`src/rtl/mac_window_unit.sv`:
```
// Streaming signed 8x8 multiply-accumulate over K-element windows with per-window bias,
// followed by round/shift/saturate/ReLU requantization to a signed 8-bit result.
module mac_window_unit #(
  parameter int unsigned K     = 4,
  parameter int unsigned ACC_W = 24,
  parameter int unsigned SHIFT = 4,
  parameter bit          RELU  = 1'b1
) (
  input  logic        clk,
  input  logic        rst,
  input  logic        enable,
  input  logic        in_valid,
  input  logic [7:0]  act,
  input  logic [7:0]  weight,
  input  logic [15:0] bias,
  output logic [7:0]  layer2,
  output logic        out_valid,
  output logic        busy
);

  localparam int unsigned CNT_W  = (K > 1) ? $clog2(K) : 1;
  localparam int unsigned RND_SH = (SHIFT > 0) ? SHIFT - 1 : 0;
  localparam logic [CNT_W-1:0]        CNT_LAST = CNT_W'(K - 1);
  localparam logic signed [ACC_W-1:0] RND      = (SHIFT > 0) ? (ACC_W'(1) << RND_SH) : '0;
  localparam logic signed [ACC_W-1:0] SAT_MAX  = ACC_W'(127);
  localparam logic signed [ACC_W-1:0] SAT_MIN  = ACC_W'(-128);

  logic                    accept;
  logic [CNT_W-1:0]        cnt_q, cnt_d;

  logic                    s_valid_q, s_valid_d, s_first_q, s_first_d, s_last_q, s_last_d;
  logic signed [7:0]       s_act_q, s_act_d, s_wt_q, s_wt_d;
  logic signed [15:0]      s_bias_q, s_bias_d;

  logic                    p_valid_q, p_valid_d, p_first_q, p_first_d, p_last_q, p_last_d;
  logic signed [15:0]      p_prod_q, p_prod_d, p_bias_q, p_bias_d;

  logic                    a_valid_q, a_valid_d, a_last_q, a_last_d;
  logic signed [ACC_W-1:0] acc_q, acc_d;

  logic                    q_valid_q, q_valid_d;
  logic signed [7:0]       layer2_q, layer2_d;

  logic signed [ACC_W-1:0] rnd_sum, shifted;
  logic signed [7:0]       sat8;

  assign accept = in_valid & enable;

  // Requantize the finished accumulator: round half up, floor shift, saturate, optional ReLU.
  always_comb begin
    rnd_sum = acc_q + RND;
    shifted = rnd_sum >>> SHIFT;
    if (shifted > SAT_MAX) begin
      sat8 = 8'sd127;
    end else if (shifted < SAT_MIN) begin
      sat8 = 8'sh80;
    end else begin
      sat8 = 8'(shifted);
    end
    if (RELU && sat8[7]) begin
      sat8 = '0;
    end
  end

  always_comb begin
    cnt_d     = cnt_q;
    s_valid_d = accept;
    s_first_d = s_first_q;
    s_last_d  = s_last_q;
    s_act_d   = s_act_q;
    s_wt_d    = s_wt_q;
    s_bias_d  = s_bias_q;
    p_valid_d = s_valid_q;
    p_first_d = p_first_q;
    p_last_d  = p_last_q;
    p_prod_d  = p_prod_q;
    p_bias_d  = p_bias_q;
    a_valid_d = p_valid_q;
    a_last_d  = a_last_q;
    acc_d     = acc_q;
    q_valid_d = a_valid_q & a_last_q;
    layer2_d  = layer2_q;

    // Operands are only captured on acceptance so unaccepted garbage never enters the pipe.
    if (accept) begin
      cnt_d     = (cnt_q == CNT_LAST) ? '0 : cnt_q + CNT_W'(1);
      s_act_d   = act;
      s_wt_d    = weight;
      s_first_d = (cnt_q == '0);
      s_last_d  = (cnt_q == CNT_LAST);
      if (cnt_q == '0) begin
        s_bias_d = bias;
      end
    end

    if (s_valid_q) begin
      p_prod_d  = 16'(s_act_q) * 16'(s_wt_q);
      p_first_d = s_first_q;
      p_last_d  = s_last_q;
      p_bias_d  = s_bias_q;
    end

    if (p_valid_q) begin
      acc_d    = p_first_q ? ACC_W'(p_bias_q) + ACC_W'(p_prod_q) : acc_q + ACC_W'(p_prod_q);
      a_last_d = p_last_q;
    end

    if (q_valid_d) begin
      layer2_d = sat8;
    end
  end

  always_ff @(posedge clk or posedge rst) begin
    if (rst) begin
      cnt_q     <= '0;
      s_valid_q <= 1'b0;
      s_first_q <= 1'b0;
      s_last_q  <= 1'b0;
      s_act_q   <= '0;
      s_wt_q    <= '0;
      s_bias_q  <= '0;
      p_valid_q <= 1'b0;
      p_first_q <= 1'b0;
      p_last_q  <= 1'b0;
      p_prod_q  <= '0;
      p_bias_q  <= '0;
      a_valid_q <= 1'b0;
      a_last_q  <= 1'b0;
      acc_q     <= '0;
      q_valid_q <= 1'b0;
      layer2_q  <= '0;
    end else if (enable) begin
      cnt_q     <= cnt_d;
      s_valid_q <= s_valid_d;
      s_first_q <= s_first_d;
      s_last_q  <= s_last_d;
      s_act_q   <= s_act_d;
      s_wt_q    <= s_wt_d;
      s_bias_q  <= s_bias_d;
      p_valid_q <= p_valid_d;
      p_first_q <= p_first_d;
      p_last_q  <= p_last_d;
      p_prod_q  <= p_prod_d;
      p_bias_q  <= p_bias_d;
      a_valid_q <= a_valid_d;
      a_last_q  <= a_last_d;
      acc_q     <= acc_d;
      q_valid_q <= q_valid_d;
      layer2_q  <= layer2_d;
    end
  end

  // Gating with enable presents each result to the pool stage exactly once across stalls.
  assign layer2    = layer2_q;
  assign out_valid = q_valid_q & enable;
  assign busy      = (cnt_q != '0) | s_valid_q | p_valid_q | a_valid_q | q_valid_q;

endmodule

```
`config.mk`:
```
export PLATFORM = sky130hd
export DESIGN_NAME = mac_window_unit
export DESIGN_NICKNAME = d
export VERILOG_FILES = /design/src/rtl/mac_window_unit.sv
export SDC_FILE = /design/constraint.sdc
export NUM_CORES = 1
export LEC_CHECK = 0
export CAP_MARGIN = 20
export CORE_MARGIN = 2
export CORE_UTILIZATION = 45
export DETAILED_ROUTE_END_ITERATION = 16
export GPL_TIMING_DRIVEN = 0
export PLACE_DENSITY = 0.62
export SLEW_MARGIN = 15
export SYNTH_ARGS = -nofsm -noshare
export SYNTH_HDL_FRONTEND = slang
export SYNTH_SLANG_ARGS = --single-unit
```
`constraint.sdc`:
```
create_clock -name clk -period 13.6 [get_ports clk]
set_clock_uncertainty 0.15 [all_clocks]
set_input_delay 1.36 -clock clk [delete_from_list [all_inputs] [get_ports clk]]
set_output_delay 1.36 -clock clk [all_outputs]
set_load 0.01 [all_outputs]
```
==> results of run 1 <==
## critical path, delay by kind of cell (launching register included)
| family | cells | cell delay, ns |
|---|---|---|
| flip-flops | 1 | 0.32 |
| AND/OR/NAND/NOR | 3 | 0.68 |
| adder cells (fa/ha/maj) | 5 | 2.59 |
| AO/OA/AOI/OAI | 3 | 0.50 |
| XOR/XNOR | 1 | 0.15 |
| buffers and inverters | 3 | 0.42 |
## layout by cell type, fill, tap and decap left out, types with 8 or more instances in the layout
master and n:
inv_1 105, and2_1 41, o21a_1 8, a21oi_1 24
nand2_1 79, xor2_1 15, xnor2_1 35, dfrtp_1 106
fa_1 57, clkbuf_16 9, clkbuf_1 12, mux2_2 56
nand2b_1 17, clkdlybuf4s50_1 44, nor2_1 31, nand3_1 12
a31oi_1 11, o21ai_0 51, ha_1 71, nor3_1 15
a21o_1 15
## kinds of logic after synthesis
kind of cell | count (synthesis) | share of synthesized area [%]
buf+inv | 130 | 5.81
fa+ha+maj | 128 | 22.6
simple gates | 236 | 13.8
other cells | 1 | 0.0418
flops | 106 | 29.6
mux | 62 | 7.76
xor+xnor | 50 | 4.89
compound gates | 185 | 15.5
## final timing paths
path	slack, ns	cells after the start	end
worst max-delay path	8.65	15	p_prod_q[15]
min in group asynchronous	1.20	2	acc_q[2]
worst min register to register	0.33	2	s_first_q
worst max register to register	8.65	15	p_prod_q[15]
max in group asynchronous	11.45	3	cnt_q[1]
worst min-delay path	0.33	2	s_first_q
## through the flow
| step | hold WS [ns] | util [%] |
|---|---|---|
| 3_5_place_dp | 0.317 | 50.0 |
| 5_1_grt | 0.372 | 51.6 |
| 2_1_floorplan | 0.283 | - |
| 6_report | 0.335 | 51.6 |
| 4_1_cts | 0.337 | 51.6 |
| 3_3_place_gp | 0.311 | 49.9 |
## flip-flops by register name, indices dropped and copies added, names as in the netlist
signal,flops
p_last_q,1
p_prod_q,16
a_valid_q,1
acc_q,24
s_wt_q,8
s_act_q,8
s_bias_q,16
p_first_q,1
layer2,7
q_valid_q,1
s_first_q,1
a_last_q,1
s_last_q,1
p_valid_d,1
a_valid_d,1
cnt_q,2
p_bias_q,16
## layer usage
layer	wire (um)	vias to the layer above	GRT usage, %	share of wire [%]
met5	0	-	0	0
li1	-	3227	-	-
met1	8520	3044	23.9	46
met4	157	0	3.97	0.85
met3	477	11	2.80	2.6
met2	9350	73	33.2	51
## final cells by class
cell class              instances  area share (%)
multi-input cells             662            57.4
flip-flops and latches        106            26.3
repair buffers                 45            4.64
clock inverters                 7           0.906
plain buffers                  22            1.14
well taps                     265            3.29
clock buffers                   9            2.23
inverters                     108            4.07
==> metrics.md, run 1 <==
| Metric | Value |
|---|---|
| Vias per inst | 5.19 |
| Number of H-tree levels | 3 |
| Drt pass-1 iters | 4 |
| Post-CTS Setup Bufs | 0 |
| Sequential area share after synthesis | 29.6% |
| Class of the worst hold path | reg -> reg |
| Worst Max-Slew Pin Slew | ~0.73 ns |
| Yosys reg bits | roughly 110 |
| Routed vias | roughly 6400 |
| Starting Density | 45.9% |
| Chip height | 145 um |
| Post-CTS Hold Buffers | 0 |
| CTS tree | yes |
| CP cell instances | clkbuf_1 > nand2_1 > fa_1 > fa_1 > fa_1 > fa_1 > inv_1 > ha_1 > inv_1 > nor2_1 > o21bai_1 > or4_1 > a31oi_1 > xnor2_1 > o21ai_0 |
| CP max stage delay | 0.72 ns |
| Antenna diodes | 0 |
| Period minus WS final | roughly 5.0 ns |
| Layout cells sized above 1 | 12.0% |
| Number of fill cells | 1864 |
| Total congestion overflow | 0 |
| Hold Crit Start | s_first_q |
| Synth area leader | dfrtp_1 |
| Clk buf depth | 2 |
| Hpwl dp | around 15000 um |
| Final Cycle Share | 36.4% |
| CTS buffer count | 9 |
| CTS sink cnt | 106 |
| Chip width | approximately 150 um |
| Drt total wl | 18500 um |
| Crit path capture type | flop |
| Worst EP required | about 14 ns |
| # Max-Cap Violations | 0 |
| Residual DRC | 0 |
| Largest net degree at the start of global routing | between 70 and 80 |
| Initial DRC count | roughly 240 |
| Non-filler cells, final | ~1200 |
| Post-CTS sizing | 0 |
| GR Util All Layers | 18.6% |
| Final Worst Setup Slack | 8.65 ns |
| Crit-path slowest cell | fa_1 |
| Finish-stage setup viols | 0 |
| TNS Setup | 0 ns |
| CP max FO | 9 |
| RSZ-0062 raised after global routing | no |
| Dpl cell area | approximately 0.01 mm^2 |
| Placed cells | 1208 |
| Layout net count | 1118 |
| Worst setup SP type | flop |
| Synth Warn # | 0 |
| R2R Path Start | s_act_q[7] |
| FF/Latch Area | 0.00265 mm^2 |
| Most used cell, CP | fa_1 |
| Crit Path Class | reg -> reg |
| Worst-path clk slew | 0.08 ns |
| Die area | between 0.02 and 0.025 mm^2 |
| Multi-input logic area | slightly below 0.006 mm^2 |
| Async SR Flop Fraction | 100% |
| Cells after synthesis | approximately 900 |
| Commonest register cell after synthesis | dfrtp_1 |
| Fin. Hold Viols | 0 |
| Post-Syn Nets | 1062 |
| Relative slew slack | 51.2% |
| Final GP Congestion | 0.888 |
| Ports | 46 |
| Syn_area_per_cell | 9.98 um^2 |
| IO buf count | 44 |
| Slew Limit Fails | 0 |
| Core Region | roughly 0.020 mm^2 |
| Netlist cell types | 85 |
| Fmax | 0.202 GHz |
| Wire length per cell | between 15 and 20 um |
| EDFF count, synth | 0 |
| Final instance area | between 0.01 and 0.015 mm^2 |
| Top cells by count, synth | dfrtp_1 (106), inv_1 (106), nand2_1 (79) |
| Yosys top cell area share | 29.6% |
| Clk Latency, worst-skew pair | 0.37 ns |
| Status | complete, no violations |
| Setup WS pre-CTS | 8.64 ns |
| Final ANT Viol Nets | 0 |
| Crit path launch | s_act_q[7] |
| Initial antenna violation count | 0 |
| Num rows | 51 |
| Worst endpoint data arrival time | 5.04 ns |
| Area contributors post-synth | dfrtp_1 (30%), fa_1 (13%), ha_1 (9.9%), mux2_2 (7.0%), inv_1 (4.4%) |
| Vias in the first global route | 6410 |
| Area grow syn2layout | 12.5% |
| Synthesized area | approximately 0.0090 mm^2 |
| First-pass GRT wire length | 31800 um |
| CTS Root Cell | clkbuf_16 |
Power of run 1 is left out: the tool's default activity adds up to more than one toggle a clock period on the data nets, which glitch-free logic cannot reach.
==> run 2, diff against run 1 <==
==> constraint.sdc (replaced) <==
create_clock -name clk -period 4.9 [get_ports clk]
set_clock_uncertainty 0.15 [all_clocks]
set_input_delay 0.49 -clock clk [delete_from_list [all_inputs] [get_ports clk]]
set_output_delay 0.49 -clock clk [all_outputs]
set_load 0.01 [all_outputs]
==> run 2 against run 1 <==
Effect of this change: critical path depth unchanged; critical path type unchanged; clock-buffer cell count unchanged; global-route usage about the same; sequential cell count unchanged; largest cell class unchanged; final cell count increased by 0.41%; hold slack got worse by 0.0066 ns; utilization increased by 0.56 points; sequential share of layout area decreased by 0.12 points; register-to-register slack got worse by 8.5 ns; die area unchanged; routed wire length increased by 0.71%; highest routed layer unchanged.
==> metrics.md, run 2 (synthesis results as in run 1) <==
| Metric | Value |
|---|---|
| IO buf count | 44 |
| GR Util All Layers | 18.5% |
| Crit path capture type | flop |
| Commonest non-fill, non-tap cells in the layout | inv_1 (102), dfrtp_1 (93), nand2_1 (78) |
| Worst Max-Slew Pin Slew | about 0.74 ns |
| Post-CTS Hold Buffers | 0 |
| Drt pass-1 iters | 4 |
| Wire length per cell | ~15 um |
| Final ANT Viol Nets | 0 |
| Initial DRC count | 232 |
| First-pass GRT wire length | 31800 um |
| Hpwl dp | 14900 um |
| Antenna diodes | 0 |
| Worst EP required | 4.99 ns |
| Initial antenna violation count | 0 |
| CTS buffer count | 9 |
| Finish-stage setup viols | 0 |
| Residual DRC | 0 |
| Ports | 46 |
| Fin. Hold Viols | 0 |
| Most used cell, CP | fa_1 |
| CTS sink cnt | 106 |
| Drt total wl | 18600 um |
| FF/Latch Area | between 0.002 and 0.003 mm^2 |
| Fmax | 0.210 GHz |
| Crit path buf inv count | 2 |
| Family with the most delay on the worst path | adder cells |
| Crit Path Class | reg -> reg |
| CTS Root Cell | clkbuf_16 |
| Clk Latency, worst-skew pair | 0.37 ns |
| Crit-path slowest cell | fa_1 |
| CTS tree | yes |
| CP cell instances | and2_1 > fa_1 > fa_1 > fa_1 > inv_1 > fa_1 > inv_1 > ha_1 > a21oi_1 > nor2_1 > o21bai_2 > or4_4 > a31oi_2 > xnor2_1 > o21ai_0 |
| Most common cell after layout, fill and taps aside | inv_1 |
| CP max stage delay | 0.55 ns |
| Number of H-tree levels | 3 |
| Final Cycle Share | 97.4% |
| Area grow syn2layout | 13.7% |
| Period minus WS final | 4.77 ns |
| Vias per inst | 5.19 |
| Multi-input logic area | 0.00583 mm^2 |
| Layout cells sized above 1 | 14.8% |
| Final Util | 52.2% |
| Worst-path clk slew | 0.08 ns |
| Class of the worst hold path | in -> async |
| Largest register FFs | 24 |
| Final GP Congestion | 0.888 |
| TNS Setup | 0 ns |
| Slew Limit Fails | 0 |
| Top reg by flops | acc_q |
| Vias in the first global route | 6410 |
| Status | complete, no violations |
| Number of fill cells | 1854 |
| Largest net degree at the start of global routing | 73 |
| # Max-Cap Violations | 0 |
| Chip width | 145 um |
| Routed vias | 6380 |
| Core Region | 0.0195 mm^2 |
| Worst endpoint data arrival time | 4.86 ns |
| Clk buf depth | 2 |
| Total congestion overflow | 0 |
| Chip height | roughly 150 um |
| Starting Density | 45.9% |
| Layout net count | 1123 |
| Worst setup SP type | flop |
| Relative slew slack | 50.5% |
| CP max FO | 9 |
| Die area | roughly 0.021 mm^2 |
| FF-to-FF setup slack | around 0.13 ns |
| Num rows | 51 |
## run 2: final timing paths
| check | cells after the start | start | endpoint |
|---|---|---|---|
| worst max-delay path | 15 | s_wt_q[5] | p_prod_q[15] |
| worst min-delay path | 2 | rst | acc_q[2] |
| worst max register to register | 15 | s_wt_q[5] | p_prod_q[15] |
| worst min register to register | 2 | s_first_q | s_first_q |
| max in group asynchronous | 3 | rst | s_wt_q[7] |
| min in group clk | 2 | s_first_q | s_first_q |
## run 2: area by class of cell
type,instances,share of cell area (%)
multi-input combinational,662,57.2
sequential,106,26.2
timing repair buffer,52,5.20
inverter,108,4.03
tap,265,3.25
clock buffer,9,2.21
buffer,20,1.06
clock inverter,7,0.896
## run 2: repair_timing
item	CTS	global route
pin swaps	0	1
setup endpoints to repair	2	3
gates resized for setup	3	24
buffers inserted	0	7
hold endpoints to repair	0	0
## run 2: metal layers
metal / track usage [%] / part of all wire, % / vias to the layer above
li1: - / - / 3232
met3: 2.80 / 2.5 / 11
met1: 23.9 / 46 / 3058
met2: 33.2 / 51 / 79
met4: 3.97 / 0.85 / 0
met5: 0 / 0 / -
## run 2: stage by stage
| step | area [um^2] | instances | hold WS [ns] | setup slack (ns) |
|---|---|---|---|---|
| 2_1_floorplan | 8960 | 898 | 0.283 | 0.313 |
| 3_3_place_gp | 9740 | 1207 | 0.311 | -0.269 |
| 3_5_place_dp | 9770 | 1208 | 0.317 | -0.0615 |
| 4_1_cts | 10100 | 1222 | 0.337 | 0.0117 |
| 5_1_grt | 10200 | 1229 | 0.367 | -0.00757 |
| 6_report | 10200 | 1229 | 0.328 | 0.128 |
Power of run 2 is left out for the same reason.
